$ cat src/rtl/dense_mac_sched_pkg.sv
// Shared types and arithmetic helpers for the dense-layer MAC sequencer.
// Holds the FSM encoding, accumulator sizing and the output shift/saturate step.
package dense_mac_sched_pkg;

  typedef enum logic [1:0] {IDLE, MAC, STORE, DONE} state_t;

  localparam int SAT_W = 128;
  localparam int RES_W = 64;

  // Wide enough for bias plus N_IN full-precision products without overflow.
  function automatic int acc_width(input int width, input int n_in);
    return 2 * width + $clog2(n_in) + 1;
  endfunction

  function automatic logic signed [RES_W-1:0] sat_trunc(
    input logic signed [SAT_W-1:0] acc,
    input int                      width,
    input int                      nfrac,
    input logic                    relu
  );
    logic signed [SAT_W-1:0] sh;
    logic signed [SAT_W-1:0] maxv;
    logic signed [SAT_W-1:0] minv;
    sh   = acc >>> nfrac;
    maxv = (128'sd1 <<< (width - 1)) - 128'sd1;
    minv = -(128'sd1 <<< (width - 1));
    if (sh > maxv)
      sh = maxv;
    else if (sh < minv)
      sh = minv;
    if (relu && (sh < 128'sd0))
      sh = 128'sd0;
    return sh[RES_W-1:0];
  endfunction

endpackage

$ cat src/rtl/dense_mac_sched_mac_unit.sv
// Single shared multiply-accumulate for the layer sequencer.
// Accumulator can be loaded with a scaled bias, accumulate one product, or hold.
module mac_unit #(
  parameter int DATA_W = 24,
  parameter int ACC_W  = 54,
  parameter int NFRAC  = 12
) (
  input  logic                     clk,
  input  logic                     reset,
  input  logic                     load,
  input  logic                     acc_en,
  input  logic signed [DATA_W-1:0] bias,
  input  logic signed [DATA_W-1:0] a,
  input  logic signed [DATA_W-1:0] b,
  output logic signed [ACC_W-1:0]  acc
);

  logic signed [2*DATA_W-1:0] prod;
  logic signed [ACC_W-1:0]    prod_ext;
  logic signed [ACC_W-1:0]    bias_ext;

  assign prod     = a * b;
  assign prod_ext = {{(ACC_W - 2 * DATA_W){prod[2*DATA_W-1]}}, prod};
  // Bias is aligned to the product's binary point (2*NFRAC fractional bits).
  assign bias_ext = {{(ACC_W - DATA_W){bias[DATA_W-1]}}, bias} <<< NFRAC;

  always_ff @(posedge clk) begin
    if (reset)
      acc <= '0;
    else if (load)
      acc <= bias_ext;
    else if (acc_en)
      acc <= acc + prod_ext;
  end

endmodule

$ cat src/rtl/dense_mac_sched.sv
// Time-multiplexed fully connected layer: one input vector in, N_OUT neurons
// computed term by term through a single MAC, rounded/saturated result vector out.
module dense_mac_sched
  import dense_mac_sched_pkg::*;
#(
  parameter int N_IN  = 32,
  parameter int N_OUT = 5,
  parameter int WIDTH = 24,
  parameter int NFRAC = 12,
  parameter int RELU  = 0
) (
  input  logic                       clk,
  input  logic                       reset,
  input  logic                       in_valid,
  output logic                       in_ready,
  input  logic [N_IN*WIDTH-1:0]      in_data,
  output logic [$clog2(N_IN)-1:0]    w_idx_i,
  output logic [$clog2(N_OUT)-1:0]   w_idx_o,
  input  logic [WIDTH-1:0]           w_data,
  input  logic [WIDTH-1:0]           b_data,
  output logic                       out_valid,
  input  logic                       out_ready,
  output logic [N_OUT*WIDTH-1:0]     out_data
);

  localparam int IW    = $clog2(N_IN);
  localparam int OW    = $clog2(N_OUT);
  localparam int ACC_W = acc_width(WIDTH, N_IN);
  localparam logic [IW-1:0] I_LAST = IW'(N_IN - 1);
  localparam logic [OW-1:0] O_LAST = OW'(N_OUT - 1);

  state_t                  state;
  logic [IW-1:0]           i;
  logic [OW-1:0]           o;
  logic [OW-1:0]           widx_o;
  logic [WIDTH-1:0]        x [N_IN];
  logic signed [ACC_W-1:0] acc;
  logic [WIDTH-1:0]        res;
  logic                    load;
  logic                    acc_en;

  assign w_idx_i = i;
  assign w_idx_o = widx_o;

  // Bias reload happens on accept and on every non-final STORE, where the
  // weight column index already points at the next neuron.
  assign load   = ((state == IDLE) && in_valid) || ((state == STORE) && (o != O_LAST));
  assign acc_en = (state == MAC);
  assign res    = WIDTH'(sat_trunc(SAT_W'(acc), WIDTH, NFRAC, RELU != 0));

  mac_unit #(
    .DATA_W(WIDTH),
    .ACC_W (ACC_W),
    .NFRAC (NFRAC)
  ) u_mac (
    .clk   (clk),
    .reset (reset),
    .load  (load),
    .acc_en(acc_en),
    .bias  (b_data),
    .a     (x[i]),
    .b     (w_data),
    .acc   (acc)
  );

  always_ff @(posedge clk) begin
    if (reset) begin
      state     <= IDLE;
      i         <= '0;
      o         <= '0;
      widx_o    <= '0;
      in_ready  <= 1'b1;
      out_valid <= 1'b0;
      out_data  <= '0;
    end else begin
      case (state)
        IDLE: begin
          if (in_valid) begin
            for (int k = 0; k < N_IN; k++)
              x[k] <= in_data[k*WIDTH +: WIDTH];
            i        <= '0;
            o        <= '0;
            widx_o   <= '0;
            in_ready <= 1'b0;
            state    <= MAC;
          end
        end
        MAC: begin
          if (i == I_LAST) begin
            widx_o <= (o == O_LAST) ? '0 : o + 1'b1;
            state  <= STORE;
          end else begin
            i <= i + 1'b1;
          end
        end
        STORE: begin
          out_data[o*WIDTH +: WIDTH] <= res;
          i <= '0;
          if (o == O_LAST) begin
            o         <= '0;
            out_valid <= 1'b1;
            state     <= DONE;
          end else begin
            o     <= o + 1'b1;
            state <= MAC;
          end
        end
        DONE: begin
          if (out_ready) begin
            out_valid <= 1'b0;
            in_ready  <= 1'b1;
            state     <= IDLE;
          end
        end
        default: state <= IDLE;
      endcase
    end
  end

endmodule

$ cat config.mk
export PLATFORM = sky130hd
export DESIGN_NAME = dense_mac_sched
export DESIGN_NICKNAME = d
export VERILOG_FILES = /design/src/rtl/dense_mac_sched_pkg.sv /design/src/rtl/dense_mac_sched_mac_unit.sv /design/src/rtl/dense_mac_sched.sv
export SDC_FILE = /design/constraint.sdc
export NUM_CORES = 2
export LEC_CHECK = 0
export ABC_CLOCK_PERIOD_IN_PS = 56900
export BUFFER_PORTS_ARGS = -buffer_cell sky130_fd_sc_hd__buf_2
export CAP_MARGIN = 20
export CORE_AREA = 8 8 464 466
export CTS_CLUSTER_SIZE = 16
export DETAILED_ROUTE_END_ITERATION = 16
export DIE_AREA = 0 0 472 474
export MAX_ROUTING_LAYER = met4
export PLACE_DENSITY = 0.48
export SETUP_SLACK_MARGIN = 0.1
export SYNTH_ARGS = -nofsm -noshare
export SYNTH_HDL_FRONTEND = slang
export SYNTH_SLANG_ARGS = --single-unit
$ cat constraint.sdc
create_clock -name clk -period 56.9 [get_ports clk]
set_clock_uncertainty 0.2 [all_clocks]
set_input_delay 5.69 -clock clk [delete_from_list [all_inputs] [get_ports clk]]
set_output_delay 5.69 -clock clk [all_outputs]
set_load 0.05 [all_outputs]
== Word-level counts from Yosys, hierarchy flattened ==
Memory sizes are Yosys's and may differ from the RTL's. A register that Yosys moved wholly into a read port is not among the register bits.
Cells that the tools add are included.

* Memories: 1
* Memory bits (writable): 768
* Output and inout bits: 130
* Register bits after elaboration: 189

{| class="wikitable"
|+ Memory list
! memory !! words !! width !! rd ports !! clocked after memory_dff !! write ports !! line !! RTL
|-
| x || 32 || 24 || 1 || 1 || 32 || dense_mac_sched.sv:36 || <nowiki>logic [WIDTH-1:0] x [N_IN];</nowiki>
|}

* Reduce and logical (&&, ||, !) cells: 17
* Shift-type cells: 2
* Multipliers: 2
* Muxes and demuxes: 30
* $lt $le $gt $ge: 2
* $add $sub $neg: 4
* Equal/unequal tests: 11

{| class="wikitable"
|+ Operator list
! kind !! number
|-
| bitwise mux 120 bit || 1
|-
| variable shift 24 x 34 -> 120 bit (first input constant) || 1
|-
| indexed part select 24 x 34 -> 120 bit || 1
|-
| two-way mux 54 bit || 2
|-
| adder 54 x 48 -> 54 bit || 1
|-
| multiplier 24 x 24 -> 48 bit || 1
|-
| two-way mux 24 bit || 2
|-
| > comparator 42 x 24 -> 1 bit (second input constant) || 1
|-
| < comparator 42 x 24 -> 1 bit (second input constant) || 1
|-
| negation 8 -> 34 bit || 1
|-
| two-way mux 5 bit || 4
|-
| one-hot mux 5 bit (3 select lines) || 1
|-
| AND reduction 3 bit || 5
|-
| one-hot mux 3 bit (2 select lines) || 2
|-
| nonzero test 2 bit || 5
|-
| two-way mux 3 bit || 3
|-
| two-way mux 1 bit || 8
|-
| two-way mux 2 bit || 4
|-
| one-hot mux 2 bit (4 select lines) || 1
|-
| != test 2 bit (second input constant) || 3
|-
| adder 5 x 1 -> 5 bit (second input constant) || 1
|-
| equality test 5 bit (second input constant) || 1
|-
| multiplier 3 x 2 -> 5 bit (second input constant) || 1
|-
| equality test 2 bit (second input constant) || 2
|-
| other kinds (12) || 15
|}

== Logic depth before layout (Yosys ltp) ==
* Word-level depth: 5
* Gate-level depth with buffers: 32

== Modules after synthesis ==
From an unflattened synthesis, not the netlist that was laid out.

* Cells, all modules: 4,822
* Area, all modules: 62,750.2 um^2

{| class="wikitable"
|+ Modules (own cells, without submodules)
! module !! cells each !! sequential area each (um^2) !! area each (um^2) !! instances
|-
| dense_mac_sched || 1,955 || 25,864.8 || 36,505.0 || 1
|-
| mac_unit || 2,867 || 1,081.0 || 26,245.2 || 1
|}

== Worst setup path before layout ==
OpenSTA, ideal clock, no wires.

* Kind: input -> register
* Start point: input reset
* End point: memory x[0][0] (enable)
* Stages: 4
* Path buffers: 3
* Slack: -4.399 ns
* Data arrival time: 58.255 ns
* Data required time: 53.856 ns
* Cell sequence: clkbuf_1 clkbuf_1 clkbuf_1 nor3_1

{| class="wikitable"
|+ RTL lines
! element !! line !! RTL
|-
| start: declaration || dense_mac_sched.sv:13 || <nowiki>input logic reset,</nowiki>
|-
| end: declaration || dense_mac_sched.sv:36 ||
|}

== Worst setup path after layout ==
* Start point: input w_data[0]
* End point: register u_mac.acc[47]

* Cells in the longest elaborated chain, start to end: 4

{| class="wikitable"
|+ RTL lines
! element !! line !! RTL
|-
| start: declaration || dense_mac_sched.sv:19 || <nowiki>input logic [WIDTH-1:0] w_data,</nowiki>
|-
| multiplier 24 x 24 -> 48 bit || dense_mac_sched_mac_unit.sv:22 || <nowiki>assign prod = a * b;</nowiki>
|-
| adder 54 x 48 -> 54 bit || dense_mac_sched_mac_unit.sv:33 || <nowiki>acc <= acc + prod_ext;</nowiki>
|-
| two-way mux 54 bit || dense_mac_sched_mac_unit.sv:32 || <nowiki>else if (acc_en)</nowiki>
|-
| two-way mux 54 bit || dense_mac_sched_mac_unit.sv:30 || <nowiki>else if (load)</nowiki>
|-
| end signal: assignment || dense_mac_sched_mac_unit.sv:31 || <nowiki>acc <= bias_ext;</nowiki>
|-
| end signal: assignment || dense_mac_sched_mac_unit.sv:33 ||
|-
| end: declaration || dense_mac_sched_mac_unit.sv:15 || <nowiki>output logic signed [ACC_W-1:0] acc</nowiki>
|}

No other way between the ends. The select of a mux whose other input is x is not followed.
A chain may end at the register's enable or synchronous reset.

==> run metrics <==
status complete, no violations; global-route wire length before repair 309200 um; main combinational cell family by area after synthesis adder cells; Layout Cells excl Fill 8517; DP HPWL 172100 um; area growth from synthesis to final layout 18.12%; Max-Cap Viols 0; Synth Area in Adders 25.85%; met2 WL 107500 um; final setup fails 0; Tmin final 12.82 ns; Post-Synth XOR/XNOR Area 0.8742%; Worst R2R Setup Slack 45.51 ns; antenna violations before repair 159; Avg Vias per Cell 4.757; critical path required time 57.29 ns; GRT overflow 0; CTS buffer count 109; CP endpoint kind flop; Synth top area share 37.21%; asr flop ratio synth 0%; placed instance count 8216; port bufs 949; hold worst-path end u_mac.acc[3]; Final nets 7297; Slew HR 25.38%; standard-cell rows 168; reg2reg path depth 29; largest area contributor in the synthesized netlist edfxtp_1; clock sinks 962; count of flip-flops with a built-in enable after synthesis 768; Die H 474 um; #FFs+latches synth 962; core area 208100 um^2; Yosys warning total 0; proportion of synthesized area in mux cells 10.71%; crit path max fanout 24; FILL cells 20560; ratio of cells with drive above 1 in the final layout 25.74%; Hold Crit Start u_mac.acc[3]; most frequent cells in the layout 948 x buf_2, 768 x edfxtp_1, 759 x inv_1; synthesized instance count 4757; CP Class in2reg; Least-Margin Pin Slew 1.119 ns; Clock transition at path regs 0.06 ns; Mapped Avg Cell Area 13.03 um^2; synth top area cells edfxtp_1 37%, fa_1 22%, mux4_2 8.7%, dfxtp_1 6.3%, inv_1 4.6%; Final TNS setup 0 ns; final wirelength 213100 um; FMAX 0.07801 GHz; unrepaired setup endpoints after global routing no; DIE AREA 223700 um^2; CTS Buffer Depth 3; worst skew pair latency 0.82 ns; Global Route Usage Sum 19.29%; die width 472 um; Startpoint Class primary input; post-CTS resize count 0; Worst Hold Class reg2reg; largest net degree at the start of global routing 174; final routed DRC violation total 0; Final Hold Viols 0; Post-CTS Hold Buffers 0; initial drt markers 2799; routed len/inst 25.02 um; max layer used met4; reg2reg end u_mac.acc[49]; syn_nets 6446; CTS tree done; GPL Wtd Cong 0.8868; DR vias 40510; Worst EP arrival 13.21 ns; depth of the CTS H-tree 3; post-CTS setup buffer count 0; Max Slew Vio Count 0; WL met3 13790 um; number of global-route vias before repair 44250; Synth Area in Simple Gates 7.547%; Cell Area, Synth 61970 um^2; sequential-to-total area share from yosys stat 43.48%; Synth cell types 74; Ports 950; post-route clock period utilization 22.53%; First-pass DRT Iterations 5; worst hold stages 2; Top FF cell, synth edfxtp_1; routed length on met1 87200 um; Antenna Nets Post-Route 0; Synth Area in Compound Gates 5.104%; clock root cell clkbuf_16; Initial Util 29.78%; commonest non-fill, non-tap cell in the layout buf_2
## area by class of cell
type | count | area (um^2) | area share, %
clock inverter | 80 | 835.8 | 1.142
multi-input combinational | 2793 | 31080 | 42.46
sequential | 962 | 26960 | 36.83
clock buffer | 122 | 2796 | 3.820
inverter | 759 | 2849 | 3.892
antenna | 98 | 245.2 | 0.3350
tap | 2720 | 3403 | 4.649
timing repair buffer | 983 | 5032 | 6.874
## cell usage after synthesis (5+ instances only)
cell	number
dfxtp_1	194
a221oi_1	8
o211a_1	9
buf_6	20
o21ai_0	90
nor4_1	7
a22oi_1	34
and2_1	198
o21ai_1	6
nand4_1	20
nand2b_1	26
fa_1	686
a21o_1	39
edfxtp_1	768
a211oi_1	31
mux2_2	38
o211ai_1	5
o221ai_1	9
xnor2_1	42
a21oi_1	160
inv_1	759
buf_1	13
nor2_1	176
nand2_1	468
mux2i_1	77
nor3_1	16
buf_2	55
mux4_2	240
o31ai_1	6
a31oi_1	9
o21a_1	9
o22ai_1	33
o21bai_1	12
nor2b_1	36
or3_1	6
xor2_1	18
ha_1	183
nand3_1	27
and3_1	14
clkbuf_1	154
## registers in the layout, indices dropped and copies added, names as in the netlist, named ones only
name       flops
w_idx_i        5
state          2
x            768
o              3
w_idx_o        3
u_mac.acc     54
in_ready       1
out_data     120
out_valid      1
## cell families (layout without fill, tap and decap cells)
logic type                 Yosys count  in the layout
adders and majority gates          869            869
xor gates and xnor gates            61             61
DFF                                962            962
and+or+nand+nor                   1009           1009
buffers and inverters             1002           1944
muxes                              357            357
other                                0             98
AOI/OAI and AO/OA                  497            497
## layer usage
layer / track usage, % / vias up
li1: - / 17940
met1: 23.18 / 20950
met2: 33.28 / 1318
met3: 4.375 / 313
met4: 4.216 / 0
met5: - / -
## stage by stage
step / setup slack [ns] / instance area [um^2] / hold WS (ns) / util, %
floorplan: 19.82 / 61980 / 0.2362 / -
global placement: 43.39 / 69320 / 0.2457 / 33.31
detailed placement: 43.33 / 69320 / 0.2525 / 33.31
CTS: 44.11 / 72950 / 0.2609 / 35.06
global route: 43.67 / 73150 / 0.2842 / 35.15
finish: 44.08 / 73210 / 0.2639 / 35.18
## worst max-delay path, stage by stage
cell and delay (ns):
buf_2 0.45, nand2_1 0.25, inv_1 0.14, fa_1 0.54
fa_1 0.94, inv_1 0.13, fa_1 0.54, inv_1 0.39
fa_1 0.53, fa_1 0.53, fa_1 0.50, inv_1 0.05
fa_1 0.47, inv_1 0.04, ha_1 0.41, a21o_1 0.27
a31o_2 0.26, a21o_1 0.17, a21oi_1 0.14, o21a_1 0.14
o41a_1 0.23, o21ai_0 0.14, xnor2_1 0.15, a21oi_1 0.08
## worst max-delay path by stage
| stage | from | end | slack (ns) | cells after the start |
|---|---|---|---|---|
| after floorplan | reset | x[0][0] | 19.82 | 4 |
| after global placement | w_data[0] | u_mac.acc[47] | 43.39 | 24 |
| after detailed placement | w_data[0] | u_mac.acc[49] | 43.33 | 22 |
| after CTS | w_data[0] | u_mac.acc[49] | 44.11 | 22 |
| after global routing | w_data[0] | u_mac.acc[49] | 43.67 | 22 |
| final | w_data[0] | u_mac.acc[47] | 44.08 | 24 |
Power is not shown: default switching activity piles up to over one toggle a cycle in this logic, so the estimate is an artifact.
